## src/rtl/rgb_led_driver.sv

```systemverilog
// rgb_led_driver: checks colour code stepping from the lighting controller
// and drives three glitch-free PWM LED outputs at a latched duty.
module rgb_led_driver #(
    parameter int PWM_BITS = 8
) (
    input  logic                clk,
    input  logic                rst,
    input  logic [2:0]          colour,
    input  logic [PWM_BITS-1:0] duty,
    output logic                led_r,
    output logic                led_g,
    output logic                led_b,
    output logic                seq_err,
    output logic [7:0]          change_count
);

    logic [2:0]          col_q;
    logic [2:0]          disp;
    logic [PWM_BITS-1:0] duty_l;
    logic [PWM_BITS-1:0] cnt;

    logic cur_ok;
    logic hold;
    logic step;
    logic wrap;
    logic counted;
    logic legal;
    logic period_end;
    logic on;

    // 000 and 111 are never legal, not even as a repeated (held) code
    always_comb begin
        cur_ok     = (colour != 3'd0) && (colour != 3'd7);
        hold       = cur_ok && (colour == col_q);
        step       = (col_q >= 3'd1) && (col_q <= 3'd5) &&
                     (colour == col_q + 3'd1);
        wrap       = (col_q == 3'd6) && (colour == 3'd1);
        counted    = step || wrap;
        legal      = hold || counted;
        period_end = &cnt;
        on         = cnt < duty_l;
    end

    always_ff @(posedge clk) begin
        if (rst) begin
            col_q        <= 3'b001;
            disp         <= 3'b001;
            duty_l       <= '0;
            cnt          <= '0;
            led_r        <= 1'b0;
            led_g        <= 1'b0;
            led_b        <= 1'b0;
            seq_err      <= 1'b0;
            change_count <= 8'd0;
        end else begin
            col_q <= colour;
            cnt   <= cnt + 1'b1;
            if (!legal)
                seq_err <= 1'b1;
            if (counted && change_count != 8'hff)
                change_count <= change_count + 8'd1;
            // latch only at period end so a period is never cut short
            if (period_end) begin
                disp   <= col_q;
                duty_l <= duty;
            end
            led_r <= disp[0] && on;
            led_g <= disp[1] && on;
            led_b <= disp[2] && on;
        end
    end

endmodule

```

## config.mk

```make
export PLATFORM = sky130hd
export DESIGN_NAME = rgb_led_driver
export DESIGN_NICKNAME = d
export VERILOG_FILES = /design/src/rtl/rgb_led_driver.sv
export SDC_FILE = /design/constraint.sdc
export NUM_CORES = 1
export LEC_CHECK = 0
export CORE_MARGIN = 2
export CORE_UTILIZATION = 45
export DETAILED_ROUTE_END_ITERATION = 12
export PLACE_DENSITY = 0.68
export SKIP_CTS_REPAIR_TIMING = 1
export SLEW_MARGIN = 40
export SYNTH_ARGS = -nofsm -noshare
export SYNTH_HDL_FRONTEND = slang
export SYNTH_SLANG_ARGS = --single-unit
```

## constraint.sdc

```tcl
create_clock -name clk -period 4.04 [get_ports clk]
set_input_delay 1.212 -clock clk [delete_from_list [all_inputs] [get_ports clk]]
set_output_delay 1.212 -clock clk [all_outputs]
set_load 0.02 [all_outputs]
```

==> impl_results.md <==
- Sum of negative setup slack: 0 ns
- Die width: approximately 65 um
- Layout cell share with drive strength beyond 1: 0.0905
- Chip height: about 65 um
- Global-route wire length before repair: roughly 5500 um
- DR iter-0 viols: approximately 50
- Detailed Route WL: around 3100 um
- Hold Vio Cnt, Final: 0
- Fin. max-slew vios: 0
- Max Cap Viol: 0
- Pre-CTS setup slack: approximately 0.93 ns
- Wire per inst: approximately 12 um
- Vias in the first global route: roughly 1,300
- DRT antenna net count: 0
- Setup ws final: between 1 and 1.5 ns
- NetSw: around 0.15 mW
- Tot Pwr: between 0.7 and 0.8 mW
- Site Rows: 22
- WP data required: 4.21 ns
- Worst R2R Setup Slack: around 1.9 ns
- Internal: ~0.57 mW
- Clk Latency, worst-skew pair: about 0.28 ns
- Initial antenna violation count: 0
- Worst-Margin Slew: 0.703 ns
- Final setup vio count: 0
- Commonest non-fill, non-tap cells in the layout: dfxtp_1, clkdlybuf4s50_1, nor2_1, mux2i_1, ha_1
- Register area share after synthesis: 0.404
- Worst-path clk slew: ~0.06 ns
- Worst Hold Class: reg -> reg
- Startpoint of the worst register-to-register path: col_q[0]
- Io pins: 25
- Die Area: roughly 4300 sq um
- Yosys warning total: 0
- CTS sink cnt: 34
- Critical path startpoint category: input port
- Avg Cell Area, Syn: around 9.2 sq um
- NumNets Final: between 200 and 250
- Period utilisation layout: 0.699
- F_max: 354 MHz
- Largest net degree at the start of global routing: 21
- Leak: approximately 0.77 nW
- Vias: roughly 1,300
- Gr usage total: 0.167
- Unrepaired setup endpoints after global routing: false
- #FFs+latches synth: 34
- Worst Hold Launch: cnt[0]
- Hold Path Sink: cnt[0]
- Crit path DAT: approximately 3.0 ns
- CTS H-Tree Depth: 2
- Distinct cell type count after synthesis: 39
- Syn_nets: 208
- Slew headroom: 0.530
- Status: complete, no violations
- Drc violations: 0
- CTS Root Cell: clkbuf_8
- Clock network power share: 0.428
- FF-to-FF path depth: 7
- Kind of critical path: in -> reg
- Commonest non-fill, non-tap cell in the layout: dfxtp_1
- Fill count: 341
- Routability Congestion: 0.852
- Final core utilization: 0.574
- Kind of end point of the critical path: register
- Worst-path fanout max: 13
- Peak VDD IR: ~0.19 mV
- CTS tree: built
- Period minus WS final: 2.83 ns
- TritonCTS Buffers: 5
- Mapped Cells: ~180
- Placed cell areas: roughly 2000 sq um
- Synthesized area: 1690 sq um
- Core ar.: roughly 3600 sq um
- Layout area overhead: 23.7%
- Longest Clk Path Bufs: 2
- R2R Path End: change_count[0]
- Hold depth: 1
- Antenna Cells: 0
- Fin Clk Skew: 0.00582 ns
- Vias per Instance: between 5 and 6
- Sw Share: 0.208
- Final non-filler cell area: 2080 sq um
- Sequential Power Share: 0.483
- I/O Buffers: 24
- GR Overflow Total: 0
- Effective utilization at floorplan: 0.464
- DR pass1 iterations: 4
- Combinational share of power: 0.089
- P per Cell Area: ~350 nW/um^2
- Dpl hpwl: 2320 um
[power by group through the flow]
| stage | registers [mW] | logic, mW | clock network [mW] |
|---|---|---|---|
| floorplan | 0.360 | 0.0357 | 0 |
| global placement | 0.357 | 0.0623 | 0 |
| detailed placement | 0.358 | 0.0648 | 0 |
| CTS | 0.350 | 0.0654 | 0.318 |
| global route | 0.351 | 0.0712 | 0.335 |
| finish | 0.350 | 0.0647 | 0.310 |
[worst max path at each step]
stage | from | endpoint | slack, ns | cells after the start
global placement | colour[0] | change_count[0] | 0.69 | 6
detailed placement | colour[0] | change_count[0] | 0.93 | 6
floorplan | colour[2] | change_count[3] | 1.53 | 6
global route | colour[2] | change_count[5] | 1.06 | 6
finish | colour[0] | change_count[0] | 1.21 | 6
CTS | colour[0] | change_count[0] | 1.20 | 6
[final cells by class]
| type | instances | area [sq um] | area share |
|---|---|---|---|
| tap | 48 | 60.1 | 0.0288 |
| clock buffer | 6 | 82.6 | 0.0396 |
| timing repair buffer | 25 | 248 | 0.119 |
| inverter | 11 | 41.3 | 0.0198 |
| multi-input combinational | 133 | 942 | 0.452 |
| sequential | 34 | 681 | 0.327 |
| clock inverter | 1 | 30.0 | 0.0144 |
[Yosys cell counts (all sizes together)]
library cell  number  area (sq um)
nand2b             4          25.0
nor2              23          86.3
o31ai              2          15.0
nand2             10          37.5
a211oi             1          7.51
or3                3          18.8
a21o               4          30.0
and2               1          6.26
nor4b              1          23.8
nor3               1          5.00
nor4               1          6.26
a31oi              1          6.26
or4b               4          40.0
xor2               4          35.0
nand4              2          12.5
o22ai              1          6.26
and4               2          17.5
clkbuf             3          11.3
buf                2          16.3
o21bai             1          7.51
or4                2          15.0
mux2i             13           130
nor2b              6          37.5
and3               3          18.8
ha                12           150
or2b               1          7.51
or2                3          18.8
inv               11          41.3
a21oi             12          63.8
dfxtp             34           681
mux2               2          30.0
xnor2              2          17.5
o211a              1          10.0
o21ai              4          20.0
nand3              6          30.0
[critical path, cell delays in order]
cell and delay, ns:
clkdlybuf4s50_1 0.45, or2_1 0.25, and3_1 0.18, a21oi_2 0.49
a21oi_2 0.10, mux2_4 0.32
[cell families (layout without fill, tap and decap cells)]
logic type / after synthesis / count (layout) / share of synthesized area
AO/OA/AOI/OAI: 27 / 27 / 0.0987
XOR/XNOR: 6 / 6 / 0.0312
adder cells (fa/ha/maj): 12 / 12 / 0.0891
buffers and inverters: 16 / 43 / 0.0408
flip-flops: 34 / 34 / 0.404
multiplexers: 15 / 15 / 0.0950
AND/OR/NAND/NOR: 73 / 73 / 0.241
[routing by layer]
metal,GRT usage,share of wire,vias up
li1,-,-,692
met1,0.203,0.48,612
met2,0.281,0.48,20
met3,0.0360,0.029,6
met4,0.0755,0.019,0
met5,0,0,-
[registers in the layout (all words and copies together) (netlist names), 3 cells and up]
| register | count |
|---|---|
| change_count | 8 |
| cnt | 8 |
| col_q | 3 |
| disp | 3 |
| duty_l | 8 |
[metrics by stage]
stage	hold slack, ns	std cells
global route	0.499	258
finish	0.469	258
CTS	0.474	258
floorplan	0.426	183
global placement	0.451	251
detailed placement	0.457	251
Power figures use the tool's default switching activity.
==> RTL edit 1, RTL diff (config.mk and constraints unchanged) <==
The output `led_r` loses its register stage (`led_r` becomes a continuous assignment).
--- a/src/rtl/rgb_led_driver.sv
+++ b/src/rtl/rgb_led_driver.sv
@@ -49,3 +49,2 @@
             cnt          <= '0;
-            led_r        <= 1'b0;
             led_g        <= 1'b0;
@@ -66,3 +65,2 @@
             end
-            led_r <= disp[0] && on;
             led_g <= disp[1] && on;
@@ -72,2 +70,4 @@
 
+    assign led_r = disp[0] && on;
+
 endmodule
Formal check against the unedited RTL: no difference found for any inputs over 10 cycles, from zero or initial values and one cycle with rst high; that may be too few to reach the edited logic, so the function may still have changed.
==> RTL edit 1 against the unedited design <==
- critical endpoint is now led_r
- count of clock-buffer cells in the layout is 1 higher
- sequential cell count is 1 lower
- setup slack worse by 0.81 ns
- highest routed layer unchanged
- total power is 15% lower
- critical path type is now register to output port
- wire length is 2.2% higher
- area after synthesis is 3.8% lower
- sequential share of layout area is 0.66 points higher
- largest power group unchanged
- critical path depth is 2 higher
- die area is 3.6% lower
- design area is 4.9% lower
- cell count is 2.7% lower
==> RTL edit 1: results (changes against the unedited design) <==
| Metric | Value |
|---|---|
| Synth Area in Compound Gates | `0.127 (+0.0278)` |
| Cell count after placement | `243 (-3.2%)` |
| Worst Reg-to-Reg Cells | `6 (-1)` |
| Synth top area cells | `dfxtp_1, ha_1, mux2i_1` |
| Largest net degree at the start of global routing | `19 (-9.5%)` |
| First-pass GRT wire length | `5640 µm (+2.4%)` |
| Syn Nets | `201 (-3.4%)` |
| Vias in the first global route | `1251 (-1.7%)` |
| Proportion of synthesized area in mux cells | `0.0841 (-0.0109)` |
| Commonest cells in the netlist | `dfxtp_1, nor2_1, ha_1, inv_1, mux2i_1` |
| Post-synthesis adder-cell area fraction | `0.0926 (+0.00351)` |
| Max VDD drop | `0.189 mV (-3.1%)` |
| Skew-Pair Late Insertion Delay | `0.33 ns (+0.05 ns)` |
| Post-synthesis sequential area ratio | `0.407 (+0.00355)` |
| Gr usage total | `0.178 (+0.0117)` |
| Crit-path max FO | `3 (-10)` |
| Reg2reg end | `change_count[7]` |
| Critical path arrival | `2.43 ns (-0.56 ns)` |
| Cell variety after synth | `37 (-5.1%)` |
| Post-Synth XOR/XNOR Area | `0.0432 (+0.0120)` |
| Leak | `0.769 nW (-0.23%)` |
| Outcome | `completed` |
| Clock Skews | `0.00916 ns (+0.00333 ns)` |
| Clk root buf | `clkbuf_4` |
| Starting DRT DRC Count | `63 (+24%)` |
| Final-layout fill cell count | `303 (-11%)` |
| Final cell count without fillers | `251 (-2.7%)` |
| Clk pwr share | `0.338 (-0.090)` |
| Routed vias/inst | `5.18 (+0.39%)` |
| CP Launch Point | `duty_l[5]` |
| Sw frac | `0.242 (+0.0337)` |
==> RTL edit 1: critical path: stages (launching register included) <==
cell and delay (ns):
dfxtp_1 0.34, inv_1 0.04, ha_1 0.31, a21o_1 0.17
a21o_1 0.17, a21oi_1 0.14, o31a_1 0.18, and2_1 0.13
clkdlybuf4s50_1 0.60
==> RTL edit 1: layer usage <==
layer | routed length [µm] | vias to the layer above | GRT usage
met1 | 1600 | 596 | 0.224
met2 | 1420 | 20 | 0.280
met3 | 120 | 5 | 0.0546
li1 | - | 678 | -
met5 | 0 | - | 0
met4 | 61 | 0 | 0.0815
==> RTL edit 1: worst min-delay path by stage <==
stage / from / to / slack (ns) / cells past startpoint
6_report: cnt[0] / cnt[0] / 0.47 / 1
5_1_grt: cnt[0] / cnt[0] / 0.51 / 1
4_1_cts: cnt[0] / cnt[0] / 0.48 / 1
3_5_place_dp: cnt[0] / cnt[0] / 0.46 / 1
3_3_place_gp: cnt[0] / cnt[0] / 0.45 / 1
2_1_floorplan: cnt[0] / cnt[0] / 0.43 / 1
==> RTL edit 1: through the flow <==
step	total power (W)	instance area, µm²	util	hold WS (ns)	setup WS [ns]
CTS	0.000628	1980	0.585	0.484	0.375
global placement	0.000415	1910	0.564	0.446	0.813
floorplan	0.000387	1620	-	0.426	1.38
global route	0.000651	1980	0.585	0.508	0.228
detailed placement	0.000418	1910	0.564	0.461	0.757
finish	0.000620	1980	0.585	0.474	0.401
==> RTL edit 1: final cells by class <==
type | count | area share
Sequential cell | 33 | 0.333
Multi-Input combinational cell | 128 | 0.457
Inverter | 11 | 0.0208
Tap cell | 46 | 0.0290
Clock buffer | 7 | 0.0328
Clock inverter | 1 | 0.00252
Timing Repair Buffer | 25 | 0.125
==> RTL edit 2, RTL diff (same flow settings) <==
Made on the original files. The parameter `PWM_BITS` goes from 8 to 6.
--- a/src/rtl/rgb_led_driver.sv
+++ b/src/rtl/rgb_led_driver.sv
@@ -3,3 +3,3 @@
 module rgb_led_driver #(
-    parameter int PWM_BITS = 8
+    parameter int PWM_BITS = 6
 ) (
Ports: changed (resized duty); port bits go from 25 to 23. No check against the original RTL was run, so the function may have changed too.
==> RTL edit 2 against the unedited design <==
- sequential cell count is 4 lower
- wire length is 1.9% higher
- setup slack worse by 0.052 ns
- area after synthesis down 5.0%
- design area decreased by 8.3%
- first-iteration DRC count up 12%
- largest cell class unchanged
- count of clock-buffer cells in the layout up 1
- total power is 20% lower
- highest routed layer unchanged
- synthesized cell count down 2.7%
==> RTL edit 2: results (changes against the unedited design) <==
| Metric | Value |
|---|---|
| Outcome | `completed` |
| Synth top area cells | `dfxtp_1, ha_1, mux2i_1` |
| Leak | `0.805 nW (+4.4%)` |
| Clk root buf | `clkbuf_4` |
| Critical path's slowest cell | `clkdlybuf4s50_1` |
| Max stage delay on crit path | `0.51 ns (+0.02 ns)` |
| Commonest cells in the netlist | `dfxtp_1, nor2_1, inv_1, ha_1, nand2_1` |
| Starting DRT DRC Count | `57 (+12%)` |
| Hold_ws | `0.466 ns (-0.00373 ns)` |
| Wire length per cell | `12.9 µm (+6.0%)` |
| Proportion of synthesized area in mux cells | `0.0844 (-0.0107)` |
| Worst hold path startpoint | `disp[1]` |
| Post-Synth XOR/XNOR Area | `0.0430 (+0.0118)` |
| Slew headroom | `0.552 (+0.0222)` |
| Post-synthesis sequential area ratio | `0.375 (-0.0289)` |
| Setup slack, reg-to-reg | `1.67 ns (-0.18 ns)` |
| Worst path top cell family by delay | `simple AND/OR/NAND/NOR gates` |
| GPL Wtd Cong | `0.842 (-1.2%)` |
| DP Area | `0.00185 mm² (-6.2%)` |
| Crit-path max FO | `10 (-3)` |
| Part of the power in combinational logic | `0.123 (+0.034)` |
| Post-synthesis adder-cell area fraction | `0.0781 (-0.0110)` |
| Vias in the first global route | `1250 (-1.7%)` |
| Synth Area in Compound Gates | `0.136 (+0.0372)` |
| Worst Hold End | `led_g` |
| Antenna diodes | `0 (unchanged)` |
| Final-layout fill cell count | `296 (-13%)` |
| I/O Buffers | `22 (-8.3%)` |
| Clock Skews | `0.00669 ns (+0.000869 ns)` |
| Critical path arrival | `3.11 ns (+0.12 ns)` |
| HPWL after DPL | `2320 µm (-0.36%)` |
| First-pass GRT wire length | `5530 µm (+0.36%)` |
| Regs by FF count | `change_count (8), cnt (6), duty_l (6)` |
| Syn Nets | `199 (-4.3%)` |
| CP Launch Point | `colour[1]` |
| Flop pwr share | `0.542 (+0.059)` |
| Clock transition at path regs | `0.09 ns (+0.03 ns)` |
| Max VDD drop | `0.199 mV (+2.2%)` |
| Largest net degree at the start of global routing | `20 (-4.8%)` |
| Cell variety after synth | `44 (+13%)` |
| Gr usage total | `0.175 (+0.00870)` |
| Layout cells sized above 1 | `0.0990 (+0.00853)` |
[RTL edit 2: cell count changes after synthesis, sizes merged, moves of 4 or more]
cell,change
a21oi,-6
and2,+4
dfxtp,-4
mux2i,-4
nor3,+4
or4b,-4
[RTL edit 2: through the flow]
stage	cells	utilization	power (W)	worst slack [ns]
6_report	248	0.564	0.000578	1.16
5_1_grt	248	0.564	0.000607	1.02
4_1_cts	248	0.564	0.000581	1.16
3_5_place_dp	240	0.546	0.000391	0.823
3_3_place_gp	240	0.546	0.000389	0.881
2_1_floorplan	178	-	0.000363	1.48
[RTL edit 2: cell type report]
cell class / count / share of cell area
clock buffer: 7 / 0.0288
clock inverter: 1 / 0.00262
inverter: 12 / 0.0236
multi-input combinational: 129 / 0.481
sequential: 30 / 0.314
tap: 46 / 0.0301
timing repair buffer: 23 / 0.119
[RTL edit 2: layer usage]
metal	share of wire	global-route usage	vias to the layer above
li1	-	-	666
met1	0.47	0.216	618
met2	0.46	0.279	30
met3	0.044	0.0429	8
met4	0.023	0.0978	0
met5	0	0	-
